### src/rtl/hazard_stall_ctrl.sv
// Load-use / memory-wait / taken-branch stall controller for a 3-stage pipeline.
// Define HAZARD_STALL_CNT_EN to add the stall_cycles / bubble_cycles counters.
module hazard_stall_ctrl (
    input  logic       clk,
    input  logic       rst_n,
    input  logic [4:0] ifd_rs1_addr,
    input  logic [4:0] ifd_rs2_addr,
    input  logic       ifd_uses_rs1,
    input  logic       ifd_uses_rs2,
    input  logic [4:0] ex_rd_addr,
    input  logic       ex_is_load,
    input  logic       ex_branch_taken,
    input  logic       dmem_req,
    input  logic       dmem_ready,
    output logic       stall,
    output logic       pc_hold,
    output logic       bubble,
    output logic       flush,
    output logic [1:0] ctrl_state
`ifdef HAZARD_STALL_CNT_EN
    ,
    output logic [31:0] stall_cycles,
    output logic [31:0] bubble_cycles
`endif
);

    typedef enum logic [1:0] {
        RUN     = 2'd0,
        LDUSE   = 2'd1,
        MEMWAIT = 2'd2,
        FLUSH   = 2'd3
    } state_t;

    state_t state, state_nxt;
    logic   hazard, mem_wait;

    assign hazard = ex_is_load && (ex_rd_addr != 5'd0) &&
                    ((ifd_uses_rs1 && (ifd_rs1_addr == ex_rd_addr)) ||
                     (ifd_uses_rs2 && (ifd_rs2_addr == ex_rd_addr)));
    assign mem_wait = dmem_req && !dmem_ready;

    always_ff @(posedge clk or negedge rst_n) begin
        if (!rst_n) state <= RUN;
        else        state <= state_nxt;
    end

    always_comb begin
        state_nxt = RUN;
        stall     = 1'b0;
        bubble    = 1'b0;
        flush     = 1'b0;
        // Outputs are forced quiet while reset is held, independent of inputs.
        if (rst_n) begin
            case (state)
                RUN: begin
                    if (ex_branch_taken) begin
                        flush     = 1'b1;
                        bubble    = 1'b1;
                        state_nxt = FLUSH;
                    end else if (mem_wait) begin
                        stall     = 1'b1;
                        state_nxt = MEMWAIT;
                    end else if (hazard) begin
                        stall     = 1'b1;
                        state_nxt = LDUSE;
                    end
                end
                LDUSE: bubble = 1'b1;
                // EX is frozen here, so a taken branch is re-seen once back in RUN.
                MEMWAIT: begin
                    stall     = !dmem_ready;
                    state_nxt = dmem_ready ? RUN : MEMWAIT;
                end
                FLUSH: begin
                    flush  = 1'b1;
                    bubble = 1'b1;
                end
                default: state_nxt = RUN;
            endcase
        end
    end

    assign pc_hold    = stall;
    assign ctrl_state = state;

`ifdef HAZARD_STALL_CNT_EN
    always_ff @(posedge clk or negedge rst_n) begin
        if (!rst_n) begin
            stall_cycles  <= 32'd0;
            bubble_cycles <= 32'd0;
        end else begin
            if (stall)  stall_cycles  <= stall_cycles + 32'd1;
            if (bubble) bubble_cycles <= bubble_cycles + 32'd1;
        end
    end
`endif

endmodule

### config.mk
export PLATFORM = sky130hd
export DESIGN_NAME = hazard_stall_ctrl
export DESIGN_NICKNAME = d
export VERILOG_FILES = /design/src/rtl/hazard_stall_ctrl.sv
export SDC_FILE = /design/constraint.sdc
export NUM_CORES = 1
export LEC_CHECK = 0
export BUFFER_PORTS_ARGS = -buffer_cell sky130_fd_sc_hd__buf_2
export CAP_MARGIN = 20
export CORE_AREA = 2 2 39 41
export DETAILED_ROUTE_END_ITERATION = 16
export DIE_AREA = 0 0 41 43
export GPL_ROUTABILITY_DRIVEN = 1
export PLACE_DENSITY = 0.6
export SLEW_MARGIN = 20
export SYNTH_ARGS = -nofsm -noshare
export SYNTH_HDL_FRONTEND = slang
export SYNTH_SLANG_ARGS = --single-unit
### constraint.sdc
create_clock -name clk -period 1.5 [get_ports clk]
set_input_delay 0.225 -clock clk [delete_from_list [all_inputs] [get_ports clk]]
set_output_delay 0.225 -clock clk [all_outputs]
set_load 0.1 [all_outputs]
# [Word-level counts from Yosys, hierarchy flattened]
# Cells that the tools add are included.
# Widths: inputs -> output; s select.
[totals] register_bits=2 inputBits=23 output_inout_bits=6 word_cells=32
[op_classes] eq_ne=5 muxes=16 n_reduce_logical=10
[ops] cell="$eq 5x5->1" n=2
[ops] cell="$mux 1" n=8
[ops] cell="$mux 2" n=4
[ops] cell="$pmux 1 s2" n=3
[ops] cell="$logic_and 1x1->1" n=5
[ops] cell="$reduce_bool 5->1" n=1
[ops] cell="$eq 2x2->1 const B" n=2
[ops] cell="$pmux 2 s2" n=1
[ops] cell="$eq 2x1->1 const B" n=1
[ops] cell="$logic_not 2->1" n=1
[ops] cell="$reduce_or 2->1" n=1
[ops] cell="$logic_not 1->1" n=1
[ops] cell="$logic_or 1x1->1" n=1

# [Longest topological paths before layout]
# Gate-level depths: netlist of run 1.
[logic_depth] ltp_word=9 mapped_depth=7 depth_no_buf=6

# [Least setup slack after synthesis of run 1]
# OpenSTA, ideal clock, no wires.
[synth_path] path_kind="reg-to-output" startpoint="register state[0] (netlist: ctrl_state[0])" endpoint="output port stall" arrival_time_ns=3.671 required_ns=1.275 setup_slack_ns=-2.396 path_stages_with_launch=6 n_path_buf=1 cell_sequence="dfrtp_1 > inv_1 > ha_1 > nand2_1 > o41ai_2 > buf_4"
[synth_via] elab_chain_len=3 word_cells_on_any_way=4 cone_classes="eq/ne (1); mux (2); reduce/logical (1)"
[synth_lines] item="from (decl)" line="34" source="state_t state, state_nxt;"
[synth_lines] item="from (signal assigned)" line="44" source="else state <= state_nxt;"
[synth_lines] item="$eq 2x2->1 / $logic_not 2->1 (equally long branches)" line="54" source="case (state)"
[synth_lines] item="$pmux 1 s2 *" line="54"
[synth_lines] item="$mux 1 *" line="53" source="if (rst_n) begin"
[synth_lines] item="to (decl)" line="15" source="output logic stall,"
# Mark *: on every way between the ends. The rest lies on a longest branch, timed or not.

# [Final worst setup path of run 1]
[layout_path] startpoint="register state[1] (netlist: ctrl_state[1])" endpoint="output port stall"
# Same word-level chain as after synthesis.

==> results.ini, run 1 <==
[critical_path]
worstSetupStartpoint = ctrl_state[1]
cp-end-kind = primary output
arr_time_crit_path_ns = 1.61
crit_path_top_delay_cell = sky130_fd_sc_hd__dfrtp_4
worstReg2RegStart = ctrl_state[1]
timing.critical_path.from_type = register
path_cells = inv_4 -> ha_4 -> nand2_4 -> o41ai_4 -> buf_4 -> buf_12
startpoint_to_endpoint_class_of_the_critical_path = register to primary output
r2r-end = ctrl_state[0]
timing.reg2reg.worst_path_depth = 5
timing.critical_path.slowest_cell_delay_ns = 0.49
critical_path.endpoint = stall
critPathMaxFanout = 4
required_worst_endpoint_ns = 1.27
timing.reg2reg.setup_slack_ns = 0.13

[global_routing]
overall_overflow_remaining_after_global_route = 0
first_global_vias = 516
global_routing_usage_summed_across_all_routing_layers = 0.155
number_of_antenna_violations_at_the_first_check_in_global_routing = 0
grt_pass1_wl_um = 1880
grt_max_degree = 7

[pwr]
power_uw = 537
power.density_cell_area_nw_per_um2 = 627
irDropWorstVdd_mv = 0.371
power.leakage_uw = 0.000411

[synth]
yosys.area.top_type = sky130_fd_sc_hd__xor2_1
fraction_of_synthesized_cell_area_taken_by_the_top_area_cell_type = 0.193
postSynth.asyncResetShare = 1.00
post_synth_and_or_nand_nor_area_fraction = 0.234
number_of_storage_elements_in_the_synthesis_netlist = 2
ys_top_cells_by_area = sky130_fd_sc_hd__xor2_1, sky130_fd_sc_hd__dfrtp_1, sky130_fd_sc_hd__ha_1, sky130_fd_sc_hd__o41ai_2, sky130_fd_sc_hd__xnor2_1
synth_area_in_adders = 0.138
synth-warning-count = 0
yosys.area_share.xor_xnor = 0.241
synth_edf_count = 0
synth_area_um2 = 363
postSynthNetCount = 70
synth_compound_area_frac = 0.197
postSynth.topFlopCell = sky130_fd_sc_hd__dfrtp_1
post_synth.cell_area_avg_um2 = 8.44
syn-instance-count = 43
share_of_synthesized_area_occupied_by_flip_flops_and_latches = 0.138
synth.area.mux_share = 0
post_synth_num_cell_types = 21
synth_top_family_by_area = XOR/XNOR gates

[timing]
hold_slack_ns = 0.366
final_period_minus_worst_setup_slack_ns = 1.83
tns_ns = -1.07
tightestPinTransition_ns = 0.482
final_number_of_hold_violating_endpoints = 0
drv_slew = 0
post-route-period-util = 1.22
max_freq_ghz = 0.546
final-setup-viol-count = 4
fin_ws_ns = -0.333
relSlewSlack = 0.681
worst_clock_skew_ns = 0.00440
setup_repair_after_global_routing_missed_its_margin = true

[drt]
viasPerCell = 4.63
detailedRoute.firstIterationViolations = 2
antenna_left = 0
drc_errors = 0
routed_wire_length_per_instance_um = 10.0
routed-via-count = 477
finalWirelength_um = 1030
drt_first_pass_iters = 2

[status]
status = complete, but fails checks
failing_checks = setup timing

[clock_tree]
cts.path.max_buffers = 2
cts_tree = built
ctsRootBufferMaster = sky130_fd_sc_hd__clkbuf_4
clk_pin_slew_ns = 0.03
cts-buffers-inserted = 3
clock_sink_count = 2
cts_max_level = 1
clock_insertion_delay_worst_skew_ns = 0.22

[die]
die_width_um = 41
initial_utilization = 0.262
rows = 14
floorplan.die_area_um2 = 1760
floorplan.die.height_um = 43
core-area_um2 = 1380
number_of_top_level_design_ports = 29

[hold_path]
worstHoldPathType = input pin to register

[cells_and_area]
largest_reg_flops = 2
final_net_count = 116
layout_cells_sized_above_1 = 0.701
antenna_cells_inserted = 0
areaGrowthSynthToFinish_pct = 136

[job]
max_cap_viol_count = 0

[placement]
placement.setup.worst_slack_ns = -0.365
port_buffers = 28
gpl.final_weighted_congestion = 0.669
dp_hpwl_um = 875

## synth_stat cells (2+ instances only)
library cell	number
sky130_fd_sc_hd__inv_1	3
sky130_fd_sc_hd__xor2_1	8
sky130_fd_sc_hd__nand2_1	3
sky130_fd_sc_hd__a21oi_1	3
sky130_fd_sc_hd__ha_1	4
sky130_fd_sc_hd__o41ai_2	2
sky130_fd_sc_hd__xnor2_1	2
sky130_fd_sc_hd__dfrtp_1	2
sky130_fd_sc_hd__nor2b_1	2
sky130_fd_sc_hd__o21ai_0	3
## power by group
part	leakage (uW)	internal, uW	switching (uW)	total (uW)
sequential	0.0000231	61.8	5.42	67.2
clock	0.0000138	88.1	28.7	117
combinational	0.000374	158	195	353
## cells in the final DEF (no fill, tap or decap), types with 3 or more instances in the layout
master	n
sky130_fd_sc_hd__buf_12	4
sky130_fd_sc_hd__buf_2	20
sky130_fd_sc_hd__buf_4	12
sky130_fd_sc_hd__buf_6	5
sky130_fd_sc_hd__clkbuf_4	3
sky130_fd_sc_hd__xor2_1	7
## worst max-delay path, delay by kind of cell, from the launching register on
family / cells / cell delay, ns
flip-flops: 1 / 0.49
adder cells (fa/ha/maj): 1 / 0.15
AND/OR/NAND/NOR: 1 / 0.06
buffers and inverters: 3 / 0.42
AO/OA/AOI/OAI: 1 / 0.26
## worst min path at each step
stage                from       endpoint  cells after the start
2_1_floorplan       rst_n  ctrl_state[0]                      0
3_3_place_gp        rst_n  ctrl_state[1]                      2
3_5_place_dp        rst_n  ctrl_state[1]                      2
4_1_cts        dmem_ready  ctrl_state[1]                      3
5_1_grt        dmem_ready  ctrl_state[1]                      3
6_report       dmem_ready  ctrl_state[1]                      3
## final cells by class
type                            instances  area [um2]
Sequential cell                         2        57.6
Multi-Input combinational cell         37         404
Timing Repair Buffer                   42         337
Fill cell                             125         527
Tap cell                               16        20.0
Inverter                                3        16.3
Clock buffer                            3        22.5
## metrics by stage
stage | instances | utilization | instance area (um2)
finish | 103 | 0.619 | 857
global route | 103 | 0.619 | 857
CTS | 103 | 0.611 | 846
detailed placement | 96 | 0.518 | 717
global placement | 96 | 0.518 | 717
floorplan | 43 | - | 433
## cell families (layout without fill, tap and decap cells)
kind of cell / after synthesis / after routing
simple gates: 14 / 14
xor+xnor: 10 / 10
compound gates: 9 / 9
fa+ha+maj: 4 / 4
buf+inv: 4 / 48
flops: 2 / 2
## routing by layer
metal,part of all wire,GRT usage,vias up
met5,0,0,-
met4,0,0.0600,0
met3,0.062,0.0471,0
met2,0.61,0.278,20
met1,0.33,0.154,217
li1,-,-,240
## timing repair
action / CTS / global route
pin swaps: 7 / 4
setup buffers: 3 / 0
endpoints found under the setup margin: 4 / 4
hold buffers: 1 / 0
cloned: 0 / 0
gates resized for setup: 15 / 1
endpoints found under the hold margin: 2 / 0
Note: power is estimated with default switching activity, not from simulation.
==> run 2, diff against run 1 <==
--- a/config.mk
+++ b/config.mk
@@ -11,7 +11,8 @@
 export DETAILED_ROUTE_END_ITERATION = 16
 export DIE_AREA = 0 0 41 43
 export GPL_ROUTABILITY_DRIVEN = 1
-export PLACE_DENSITY = 0.6
+export PLACE_DENSITY = 0.57
+export SKIP_CTS_REPAIR_TIMING = 1
 export SLEW_MARGIN = 20
 export SYNTH_ARGS = -nofsm -noshare
 export SYNTH_HDL_FRONTEND = slang
==> constraint.sdc (replaced) <==
create_clock -name clk -period 1.94 [get_ports clk]
set_input_delay 0.291 -clock clk [delete_from_list [all_inputs] [get_ports clk]]
set_output_delay 0.291 -clock clk [all_outputs]
set_load 0.1 [all_outputs]
==> results.ini, run 2 (same netlist as run 1, synthesis figures left out) <==
[clock_tree]
clock_insertion_delay_worst_skew_ns = 0.22  ; about the same
clk_pin_slew_ns = 0.03  ; about the same
cts-buffers-inserted = 3  ; unchanged
clock_sink_count = 2  ; unchanged
cts_max_level = 1  ; unchanged
ctsRootBufferMaster = sky130_fd_sc_hd__clkbuf_4
cts.path.max_buffers = 2  ; unchanged
cts_tree = built

[cells_and_area]
layoutNonFillerInstCount = 99  ; -3.9%
largest_reg_flops = 2  ; unchanged
layout_commonest_cell = sky130_fd_sc_hd__buf_2
ff_latch_area_um2 = 57.6  ; unchanged
areaGrowthSynthToFinish_pct = 108
multi_input_area_um2 = 362  ; -11%
final_net_count = 112  ; -3.4%
layout_cells_sized_above_1 = 0.651  ; -0.0505
num-fill-cells = 128  ; +2.4%
layout.cells.most_common_list = sky130_fd_sc_hd__buf_2, sky130_fd_sc_hd__buf_4, sky130_fd_sc_hd__xor2_1
antenna_cells_inserted = 0  ; unchanged

[placement]
gpl.final_weighted_congestion = 0.639  ; -4.5%
dp_hpwl_um = 839  ; -4.1%
place_inst = 93  ; -3.1%
port_buffers = 28  ; unchanged

[timing]
tightestPinTransition_ns = 0.483  ; +0.000320 ns
setup_repair_after_global_routing_missed_its_margin = true
final_number_of_hold_violating_endpoints = 0  ; unchanged
fin_ws_ns = -0.0533  ; +0.280 ns
worst_clock_skew_ns = 0.000283  ; -0.00412 ns
final_period_minus_worst_setup_slack_ns = 1.99
max_freq_ghz = 0.502
final-setup-viol-count = 2  ; -2
post-route-period-util = 1.03
tns_ns = -0.106  ; +0.960 ns
drv_slew = 0  ; unchanged
relSlewSlack = 0.680  ; about the same

[global_routing]
grt_max_degree = 9  ; +2
grt_pass1_wl_um = 1580  ; -16%
global_routing_usage_summed_across_all_routing_layers = 0.127  ; -0.0282
number_of_antenna_violations_at_the_first_check_in_global_routing = 0  ; unchanged
first_global_vias = 432  ; -16%
overall_overflow_remaining_after_global_route = 0  ; unchanged

[drt]
drt_first_pass_iters = 2  ; unchanged
antenna_left = 0  ; unchanged
finalWirelength_um = 960  ; -6.8%
routed-via-count = 449  ; -5.9%
routed_wire_length_per_instance_um = 9.70  ; -3.0%
drc_errors = 0  ; unchanged
detailedRoute.firstIterationViolations = 2  ; unchanged
viasPerCell = 4.54  ; -2.1%

[die]
floorplan.die_area_um2 = 1760  ; unchanged
rows = 14  ; unchanged
die_width_um = 41  ; unchanged
initial_utilization = 0.262  ; unchanged
floorplan.die.height_um = 43  ; unchanged
core-area_um2 = 1380  ; unchanged
number_of_top_level_design_ports = 29  ; unchanged

[critical_path]
critPathTopFamily = flip-flops
startpoint_to_endpoint_class_of_the_critical_path = register to primary output
timing.critical_path.from_type = register
path_cells = inv_4 -> ha_4 -> nand2_4 -> o41ai_4 -> buf_4 -> buf_12
arr_time_crit_path_ns = 1.70  ; +0.09 ns
timing.critical_path.slowest_cell_delay_ns = 0.49  ; about the same
crit_path_top_delay_cell = sky130_fd_sc_hd__dfrtp_4
cp-end-kind = primary output
critPathMaxFanout = 6  ; +2
path_buf_inv = 3  ; unchanged
required_worst_endpoint_ns = 1.65  ; +0.38 ns

[pwr]
irDropWorstVdd_mv = 0.250  ; -33%
power.leakage_uw = 0.000365  ; -11%
power.density_cell_area_nw_per_um2 = 501  ; -20%

[status]
failing_checks = setup timing
status = complete, but fails checks

[job]
max_cap_viol_count = 0  ; unchanged

[hold_path]
worstHoldPathType = input pin to register

## run 2: changes by cell type in the layout (fill, tap and decap cells not counted), moves of 2 or more
cell	delta
sky130_fd_sc_hd__buf_2	+4
sky130_fd_sc_hd__buf_4	-3
sky130_fd_sc_hd__buf_6	-5
sky130_fd_sc_hd__ha_1	+2
## run 2: path summary, 6_finish.rpt
path,startpoint,endpoint,slack [ns],depth (start not counted)
worst max-delay path,ctrl_state[0],pc_hold,-0.05,6
max in group asynchronous,rst_n,ctrl_state[1],1.29,2
min in group asynchronous,rst_n,ctrl_state[0],0.51,2
worst min-delay path,rst_n,ctrl_state[1],0.41,2
worst min register to register,ctrl_state[1],ctrl_state[0],0.84,4
worst max register to register,ctrl_state[0],ctrl_state[0],0.56,5
## run 2: routing by layer
layer / up-vias / routed length (um) / GRT usage
met2: 19 / 563 / 0.228
met3: 0 / 57 / 0.0157
met1: 200 / 339 / 0.144
met4: 0 / 0 / 0.0400
met5: - / 0 / 0
li1: 230 / - / -
## run 2: area by class of cell
type,instances,area share
tap,16,0.0265
clock buffer,3,0.0298
sequential,2,0.0762
inverter,3,0.0215
multi-input combinational,37,0.478
timing repair buffer,38,0.368
## run 2: power by group
part	switching (uW)	internal (uW)	total, uW
Combinational	140	99.1	239
Sequential	5.32	47.8	53.2
Clock	18.9	67.8	86.7
Total	164	215	379
## run 2: stage by stage
stage | cell area (um2) | total power [uW] | util | hold slack (ns) | setup slack (ns)
after floorplan | 433 | 201 | - | -0.00457 | -0.870
after global placement | 694 | 280 | 0.502 | 0.130 | -0.0126
after detailed placement | 694 | 282 | 0.502 | 0.137 | -0.0596
after CTS | 717 | 376 | 0.518 | -0.0989 | -0.0846
after global routing | 756 | 401 | 0.546 | 0.428 | -0.106
final | 756 | 379 | 0.546 | 0.408 | -0.0533
==> run 3, diff against run 2 <==
--- a/config.mk
+++ b/config.mk
@@ -12,7 +12,6 @@
 export DIE_AREA = 0 0 41 43
 export GPL_ROUTABILITY_DRIVEN = 1
 export PLACE_DENSITY = 0.57
-export SKIP_CTS_REPAIR_TIMING = 1
 export SLEW_MARGIN = 20
 export SYNTH_ARGS = -nofsm -noshare
 export SYNTH_HDL_FRONTEND = slang
==> constraint.sdc (replaced) <==
create_clock -name clk -period 1.94 [get_ports clk]
set_input_delay 0.291 -clock clk [delete_from_list [all_inputs] [get_ports clk]]
set_output_delay 0.291 -clock clk [all_outputs]
set_load 0.005 [all_outputs]
==> results.ini, run 3 (same netlist as run 1, synthesis figures left out) <==
[job]
max_cap_viol_count = 0  ; unchanged

[die]
number_of_top_level_design_ports = 29  ; unchanged
initial_utilization = 0.262  ; unchanged
floorplan.die.height_um = 43  ; unchanged
core-area_um2 = 1380  ; unchanged
floorplan.die_area_um2 = 1760  ; unchanged
die_width_um = 41  ; unchanged
rows = 14  ; unchanged

[pwr]
power.leakage_uw = 0.000325  ; -11%
power.density_cell_area_nw_per_um2 = 412  ; -18%
irDropWorstVdd_mv = 0.399  ; +60%
power_uw = 262  ; -31%

[cells_and_area]
layout.core_utilization = 0.459  ; -0.0868
largest_reg_flops = 2  ; unchanged
areaGrowthSynthToFinish_pct = 75.2
num-fill-cells = 147  ; +15%
antenna_cells_inserted = 0  ; unchanged
layout_commonest_cell = sky130_fd_sc_hd__buf_2
layout.cells.most_common_list = sky130_fd_sc_hd__buf_2, sky130_fd_sc_hd__xor2_1, sky130_fd_sc_hd__buf_6, sky130_fd_sc_hd__buf_4
final_net_count = 106  ; -5.4%
layout_cells_sized_above_1 = 0.558  ; -0.0922

[timing]
tightestPinTransition_ns = 0.343  ; -0.139 ns
worst_clock_skew_ns = 0.00286  ; +0.00258 ns
drv_slew = 0  ; unchanged
setup_repair_after_global_routing_missed_its_margin = true
final-setup-viol-count = 0  ; -2
max_freq_ghz = 0.553  ; +10%
final_number_of_hold_violating_endpoints = 0  ; unchanged
post-route-period-util = 0.932  ; -0.0955
fin_ws_ns = 0.132  ; +0.185 ns
relSlewSlack = 0.769  ; +0.0883
final_period_minus_worst_setup_slack_ns = 1.81  ; -0.185 ns

[critical_path]
startpoint_to_endpoint_class_of_the_critical_path = register to primary output
path_buf_inv = 2  ; -1
critPathTopFamily = flip-flops
critical_path_depth = 5  ; -1
path_cells = inv_2 -> ha_4 -> nand2_1 -> o41ai_2 -> buf_2
cp-end-kind = primary output
crit_path_top_delay_cell = sky130_fd_sc_hd__dfrtp_1
timing.reg2reg.setup_slack_ns = 0.68  ; +0.12 ns
required_worst_endpoint_ns = 1.65  ; about the same
arr_time_crit_path_ns = 1.52  ; -0.18 ns
critPathMaxFanout = 6  ; unchanged
timing.reg2reg.worst_path_depth = 4  ; -1
timing.critical_path.from_type = register
timing.critical_path.slowest_cell_delay_ns = 0.41  ; -0.08 ns

[drt]
routed_wire_length_per_instance_um = 10.5  ; +8.2%
drt_first_pass_iters = 4  ; +2
drc_errors = 0  ; unchanged
viasPerCell = 4.53  ; -0.19%
routed-via-count = 421  ; -6.2%
finalWirelength_um = 976  ; +1.7%
detailedRoute.firstIterationViolations = 2  ; unchanged
antenna_left = 0  ; unchanged

[clock_tree]
cts_max_level = 1  ; unchanged
cts.path.max_buffers = 2  ; unchanged
cts_tree = built
clock_insertion_delay_worst_skew_ns = 0.22  ; about the same
ctsRootBufferMaster = sky130_fd_sc_hd__clkbuf_4
clk_pin_slew_ns = 0.03  ; about the same
cts-buffers-inserted = 3  ; unchanged
clock_sink_count = 2  ; unchanged

[status]
status = finished clean

[global_routing]
first_global_vias = 387  ; -10%
global_routing_usage_summed_across_all_routing_layers = 0.127  ; -0.000748
grt_max_degree = 9  ; unchanged
number_of_antenna_violations_at_the_first_check_in_global_routing = 0  ; unchanged
grt_pass1_wl_um = 1570  ; -0.44%
overall_overflow_remaining_after_global_route = 0  ; unchanged

[placement]
gpl.final_weighted_congestion = 0.729  ; +14%
placement.setup.worst_slack_ns = 0.0988  ; +0.158 ns
dp_hpwl_um = 802  ; -4.4%
port_buffers = 28  ; unchanged

[hold_path]
worstHoldPathType = input pin to asynchronous set/reset pin

## run 3: changes by cell type in the layout (fill, tap and decap cells not counted), sizes merged
cell          before  now
dlygate4sd3        1    0
buf               37   31
dlymetal6s4s       0    1
## run 3: area by class of cell
cell class / instances / area, um2 / area share
Tap cell: 16 / 20.0 / 0.0315
Timing Repair Buffer: 32 / 203 / 0.319
Multi-Input combinational cell: 37 / 329 / 0.518
Inverter: 3 / 11.3 / 0.0177
Clock buffer: 3 / 22.5 / 0.0354
Sequential cell: 2 / 50.0 / 0.0787
## run 3: timing repair
action	4_1_cts	5_1_grt
gates resized for setup	0	16
hold endpoints to repair	2	0
setup buffers	0	3
hold buffers	1	0
endpoints found under the setup margin	0	2
## run 3: tightest hold or removal path, cell delays in order
cell and delay, ns:
sky130_fd_sc_hd__dlymetal6s4s_1 0.19, sky130_fd_sc_hd__buf_6 0.12, sky130_fd_sc_hd__buf_4 0.12
## run 3: power breakdown
part	total, uW	switching, uW	internal, uW	leakage (uW)
Clock	90.6	22.5	68.2	0.0000138
Sequential	49.6	4.07	45.5	0.0000262
Combinational	122	55.4	66.3	0.000285
Total	262	81.9	180	0.000325
## run 3: path summary, 6_finish.rpt
check	end	from
max	stall	ctrl_state[0]
min in group clk	ctrl_state[0]	ex_branch_taken
max reg2reg	ctrl_state[0]	ctrl_state[0]
max in group asynchronous	ctrl_state[1]	rst_n
min	ctrl_state[0]	rst_n
min reg2reg	ctrl_state[0]	ctrl_state[1]
## run 3: per-layer routing
metal	part of all wire	track usage	vias to the layer above
met5	0	0	-
met4	0	0.0200	0
met3	0.019	0.0314	0
met2	0.54	0.191	6
met1	0.44	0.180	198
li1	-	-	217
## run 3: stage by stage
step	setup TNS, ns	area [um2]	hold slack (ns)	instances
global placement	0	515	0.117	86
CTS	0	548	0.412	90
finish	0	636	0.170	93
global route	-0.0741	636	0.182	93
floorplan	0	363	-0.00459	43
detailed placement	0	515	0.117	86
